==> src/rtl/mac_pipe_sequencer.sv <==
// Sequencer for a 4-lane multiply/add-tree datapath with a wide result accumulator.
module mac_pipe_sequencer #(
  parameter int unsigned W   = 16,
  parameter int unsigned AW  = 24,
  parameter int unsigned CW  = 8,
  parameter int unsigned LAT = 2
) (
  input  logic            clk,
  input  logic            rest,
  input  logic            start,
  input  logic [CW-1:0]   len,
  input  logic            in_valid,
  output logic            in_ready,
  input  logic [4*W-1:0]  in_data,
  input  logic [4*W-1:0]  in_weight,
  output logic [4*W-1:0]  dp_data,
  output logic [4*W-1:0]  dp_weight,
  input  logic [W-1:0]    dp_sum,
  output logic [AW-1:0]   result,
  output logic            result_valid,
  input  logic            result_ready,
  output logic            busy,
  output logic            overflow
);

  typedef enum logic [1:0] {IDLE, RUN, DRAIN, DONE} state_t;

  localparam logic [LAT-1:0] TAIL_ONLY = LAT'(1) << (LAT - 1);

  state_t          state;
  state_t          state_nx;
  logic [CW-1:0]   len_q;
  logic [CW-1:0]   issued;
  logic [LAT-1:0]  vpipe;
  logic [AW-1:0]   acc;
  logic            ovf;
  logic            fire;
  logic            tail;
  logic            launch;
  logic [AW:0]     acc_sum;

  // in_ready kept outside the FSM block so fire does not loop back into it.
  assign in_ready = (state == RUN) && (issued < len_q);
  assign fire     = in_valid && in_ready;
  assign tail     = vpipe[LAT-1];
  assign launch   = (state == IDLE) && start;
  assign acc_sum  = {1'b0, acc} + (AW+1)'(dp_sum);

  assign result   = acc;
  assign overflow = ovf;
  assign busy     = (state != IDLE);

  always_comb begin
    state_nx     = state;
    dp_data      = '0;
    dp_weight    = '0;
    result_valid = 1'b0;
    case (state)
      IDLE: begin
        if (start) begin
          state_nx = (len == '0) ? DONE : RUN;
        end
      end
      RUN: begin
        if (fire) begin
          dp_data   = in_data;
          dp_weight = in_weight;
          if (issued == len_q - CW'(1)) begin
            state_nx = DRAIN;
          end
        end
      end
      DRAIN: begin
        if (vpipe == TAIL_ONLY) begin
          state_nx = DONE;
        end
      end
      DONE: begin
        result_valid = 1'b1;
        if (result_ready) begin
          state_nx = IDLE;
        end
      end
      default: state_nx = IDLE;
    endcase
  end

  always_ff @(posedge clk) begin
    if (rest) begin
      state  <= IDLE;
      len_q  <= '0;
      issued <= '0;
      vpipe  <= '0;
      acc    <= '0;
      ovf    <= 1'b0;
    end else begin
      state <= state_nx;
      if (launch) begin
        len_q  <= len;
        issued <= '0;
        vpipe  <= '0;
        acc    <= '0;
        ovf    <= 1'b0;
      end else begin
        vpipe <= (vpipe << 1) | LAT'(fire);
        if (fire) begin
          issued <= issued + 1'b1;
        end
        if (tail) begin
          acc <= acc_sum[AW-1:0];
          if (acc_sum[AW]) begin
            ovf <= 1'b1;
          end
        end
      end
    end
  end

endmodule

==> config.mk <==
export PLATFORM = sky130hd
export DESIGN_NAME = mac_pipe_sequencer
export DESIGN_NICKNAME = d
export VERILOG_FILES = /design/src/rtl/mac_pipe_sequencer.sv
export SDC_FILE = /design/constraint.sdc
export NUM_CORES = 1
export LEC_CHECK = 0
export BUFFER_PORTS_ARGS = -buffer_cell sky130_fd_sc_hd__buf_4
export CELL_PAD_IN_SITES_DETAIL_PLACEMENT = 0
export CELL_PAD_IN_SITES_GLOBAL_PLACEMENT = 1
export CORE_UTILIZATION = 29
export DETAILED_ROUTE_END_ITERATION = 10
export PLACE_DENSITY_LB_ADDON = 0.2
export SYNTH_ARGS = -nofsm -noshare
export SYNTH_HDL_FRONTEND = slang
export SYNTH_SLANG_ARGS = --single-unit
==> constraint.sdc <==
create_clock -name clk -period 6.5 [get_ports clk]
set_clock_uncertainty 0.15 [all_clocks]
set_input_delay 1.3 -clock clk [delete_from_list [all_inputs] [get_ports clk]]
set_output_delay 1.3 -clock clk [all_outputs]
set_load 0.03 [all_outputs]
# Word-level counts from Yosys, hierarchy flattened
# Cells that the tools add are included.
# word_totals
ff_bits	45
latchBits	0
ramBits	0
rom_bits	0
out_inout_bits	156
word_cells	42
memories	0
# op_classes
add_sub_neg	3
multipliers	0
n_div	0
magnitude_cmp	1
eq_ne	10
shifts	0
n_mux	12
bitwise	1
n_reduce_logical	9
# op_table
operator	n
64-bit two-way mux	4
24-bit by 16-bit adder with 25-bit output	1
2-bit two-way mux	6
8-bit by 1-bit adder with 8-bit output, second input constant	1
8-bit equality test	1
8-bit zero test	1
8-bit less-than comparator	1
2-bit != test, second input constant	4
2-bit one-hot mux with 4 select lines	1
8-bit by 1-bit subtractor with 8-bit output, second input constant	1
2-bit equality test, second input constant	3
5-bit AND reduction	1
1-bit logical AND	3
2-bit by 1-bit equality test with 1-bit output, second input constant	1
2-bit zero test	1
2-bit by 1-bit != test with 1-bit output, second input constant	1
2-bit by 1-bit OR with 2-bit output	1
2-bit AND reduction	1
2-bit nonzero test	1
2-bit OR reduction	1
1-bit two-way mux	1

# Longest topological paths before layout
# depth
word_depth	5
depth_mapped	9
mapped_depth_nobuf	8

# Least setup slack after synthesis
# Ideal clock, no wire load.
# synth_path
kind	input-to-output
start	input in_valid
end	output dp_data[37]
arrival_ns	2.241
required_time_ns	5.050
setup_slack_ns	2.809
stages	5
n_path_buf	2
path_cell_list	inv_1 a21oi_2 buf_2 buf_2 and2_1
# synth_via
elab_chain_cells	3
# synth_rtl
element	line	rtl
start, declared	12	input logic in_valid,
1-bit logical AND	44	assign fire = in_valid && in_ready;
64-bit two-way mux	65	if (fire) begin
64-bit two-way mux	58	case (state)
end, declared	16	output logic [4*W-1:0] dp_data,
# Every way passes these cells.

# Worst setup path in the final report
# layout_path
start	register len_q[6]
end	output dp_weight[41]
# layout_via
elab_chain_cells	5
# layout_rtl
element	line	rtl
start, declared	32	logic [CW-1:0] len_q;
start signal, assigned	99	len_q <= len;
8-bit less-than comparator	43	assign in_ready = (state == RUN) && (issued < len_q);
1-bit logical AND	43	
1-bit logical AND	44	
64-bit two-way mux	65	
64-bit two-way mux	58	
end, declared	17	output logic [4*W-1:0] dp_weight,
# Every way passes these cells.

==> summary.md <==
| Metric | Value |
|---|---|
| Status | completed |
| Most frequent cells in the layout | buf_4, and2_1, dfxtp_1 |
| Yosys reg bits | 45 |
| IO Pins | 313 |
| Detailed-route via count | 4,963 |
| Most common cell after layout, fill and taps aside | buf_4 |
| Final wirelength | 21,300 µm |
| Placed cell area | 6560 µm² |
| Worst hold path startpoint | vpipe[0]$_SDFF_PP0_ |
| CP Cell Sequence | inv_1 > ha_1 > a21oi_1 > o2111ai_2 > a21oi_4 > buf_4 > and2_1 > buf_4 |
| Number of flops mapped to enable cells by yosys | 0 |
| Static Leak | 3.27 nW |
| First-pass GRT wire length | 29,300 µm |
| Die X | 121 µm |
| Crit path capture type | primary output |
| Period utilisation layout | 0.787 |
| Vias per std cell | 4.92 |
| Worst hold path type | flop to flop |
| FMAX | 196 MHz |
| Endpoints failing setup | 0 |
| Tot GR Track Use | 0.276 |
| Slowest stage delay, CP | 0.86 ns |
| Cell mode on critical path | buf_4 |
| Die Y | 121 µm |
| Final Hold Vio Count | 0 |
| Drt first pass iters | 5 |
| Hold path cells | 1 |
| Top_reg_cell synth | dfxtp_1 |
| PD cells | 215 nW/µm² |
| RSZ-0062 raised after global routing | no |
| Worst rel slew slack | 0.340 |
| Post-detailed-route wirelength per cell | 21.1 µm |
| Hold-fix buffers, CTS | 0 |
| Startpoint Class | flop |
| H-Tree Depth | 2 |
| Library cells used by synthesis | 64 |
| Setup tns final | 0 ns |
| Initial Utilization | 0.302 |
| Post-detail-place hpwl | 18,300 µm |
| Ratio of cells with drive above 1 in the final layout | 0.417 |
| Post-layout util | 0.501 |
| Gpl congestion | 0.954 |
| Max VDD drop | 0.124 mV |
| Critical path data required time | 5.05 ns |
| Fin area | 6760 µm² |
| Skew-Pair Late Insertion Delay | 0.29 ns |
| Minimum clock period | 5.11 ns |
| Worst Max-Slew Pin Slew | 0.989 ns |
| Area growth syn-to-layout | 65.6% |
| Worst EP arrival | 3.66 ns |
| CTS Buffer Depth | 2 |
| DR DRC count | 0 |
| Max Cap Violations | 0 |
| Root cell of the clock tree | clkbuf_16 |
| CTS clk-pin slew, worst paths | 0.06 ns |
| Largest net degree at the start of global routing | 80 |
| Post-synth ARST share | 0 |
| Num CTS Buffers | 5 |
| Postcts setup bufs | 0 |
| Routed Antenna Nets | 0 |
| Cell count after synthesis | 523 |
| Syn Area/Cell | 7.81 µm² |
| Slew Limit Fails | 0 |
| Yosys warnings | 0 |
| DR iter-0 viols | 303 |
| RR Startpoint | len_q[6]$_SDFFE_PP0P_ |
| Crit path max fanout | 79 |
| Crit path kind | flop to primary output |
| CP max stage cell | a21oi_4 |
| Syn nets | 712 |
| Register area share after synthesis | 0.221 |
| Die area | 14,600 µm² |
| Mapped Area | 4080 µm² |
| Rows | 42 |
| Vias in the first global route | 4,610 |
| CTS sink cnt | 45 |
| CTS tree | yes |
| Worst setup path startpoint | len_q[6]$_SDFFE_PP0P_ |
| Reg2Reg Depth | 8 |
| GRT overflow | 0 |
| Resize count post-CTS | 0 |
| Fin nets | 1,008 |
| Port buffer count | 312 |
| Core area | 13,500 µm² |
| Initial antenna violation count | 20 |
[worst max-delay path: cells and delay by family (launching register included)]
family	cells	cell delay (ns)
DFF	1	0.45
AOI/OAI and AO/OA	3	1.46
adders and majority gates	1	0.31
and+or+nand+nor	1	0.27
buffers and inverters	3	0.88
[synthesized netlist by cell type, types with 2 or more instances]
| cell type | count | area [µm²] |
|---|---|---|
| clkbuf_1 | 9 | 33.8 |
| o31ai_1 | 3 | 22.5 |
| a211oi_1 | 6 | 45.0 |
| a2111oi_0 | 2 | 17.5 |
| a31oi_1 | 6 | 37.5 |
| buf_2 | 15 | 75.1 |
| and2_1 | 130 | 813 |
| nor4_1 | 2 | 12.5 |
| nor2_1 | 28 | 105 |
| a21oi_2 | 3 | 26.3 |
| and4_1 | 3 | 26.3 |
| o21ai_1 | 4 | 20.0 |
| nand2b_1 | 8 | 50.1 |
| dfxtp_1 | 45 | 901 |
| xnor2_1 | 16 | 140 |
| o21a_1 | 2 | 15.0 |
| xor2_1 | 5 | 43.8 |
| nand4_1 | 3 | 18.8 |
| ha_1 | 31 | 388 |
| nor3_2 | 2 | 20.0 |
| nand2_1 | 38 | 143 |
| a2111oi_2 | 2 | 30.0 |
| a2111oi_4 | 2 | 55.1 |
| nor3b_1 | 6 | 45.0 |
| o21ai_0 | 8 | 40.0 |
| nand3_1 | 25 | 125 |
| a311o_1 | 3 | 30.0 |
| a21o_1 | 7 | 52.6 |
| a41o_1 | 3 | 30.0 |
| mux2i_1 | 11 | 110 |
| nor3_1 | 4 | 20.0 |
| a21oi_1 | 33 | 165 |
| inv_1 | 25 | 93.8 |
| o22ai_1 | 2 | 12.5 |
| o2111ai_2 | 2 | 30.0 |
[per-layer routing]
layer	part of all wire	GRT usage
met5	0.0034	0
met4	0.034	0.0941
met3	0.15	0.171
met2	0.40	0.388
met1	0.41	0.341
[power by group]
part | switching, mW | total (mW) | internal [mW] | leakage (nW)
Combinational | 0.515 | 0.844 | 0.329 | 2.82
Clock | 0.109 | 0.301 | 0.192 | 0.0842
Sequential | 0.0192 | 0.310 | 0.290 | 0.364
Total | 0.643 | 1.45 | 0.812 | 3.27
[stage by stage]
step	std cells	hold slack [ns]	power (mW)	setup slack, ns
6_report	1009	0.318	1.45	1.39
5_1_grt	998	0.334	1.53	1.16
4_1_cts	996	0.318	1.47	1.42
3_5_place_dp	988	0.289	1.16	1.72
3_3_place_gp	988	0.294	1.15	1.83
2_1_floorplan	523	0.270	0.828	2.81
[registers in the layout (all words and copies together), names as in the netlist]
signal,count
overflow,1
result,24
issued,8
len_q,8
state,2
vpipe,2
[worst paths after layout]
check / to / slack [ns]
worst min register to register: vpipe[1]$_SDFF_PP0_ / 0.32
worst max register to register: state[1]$_SDFFE_PP0P_ / 2.68
worst max-delay path: dp_weight[41] / 1.39
worst min-delay path: vpipe[1]$_SDFF_PP0_ / 0.32
[kinds of logic (layout without fill, tap and decap cells)]
logic type / count (synthesis) / after routing / share of synthesized area
compound gates: 106 / 106 / 0.203
xor+xnor: 21 / 21 / 0.0450
fa+ha+maj: 32 / 32 / 0.0999
buf+inv: 51 / 348 / 0.0518
flops: 45 / 45 / 0.221
mux: 12 / 12 / 0.0297
other cells: 0 / 13 / 0
simple gates: 256 / 256 / 0.350
[cell type report]
class,instances,area (µm²)
multi-input combinational,427,2980
antenna,13,32.5
clock buffer,7,143
timing repair buffer,315,2360
fill,1376,6740
clock inverter,1,30.0
tap,176,220
inverter,25,93.8
sequential,45,901
No activity file was read; power rests on OpenSTA's default activity.
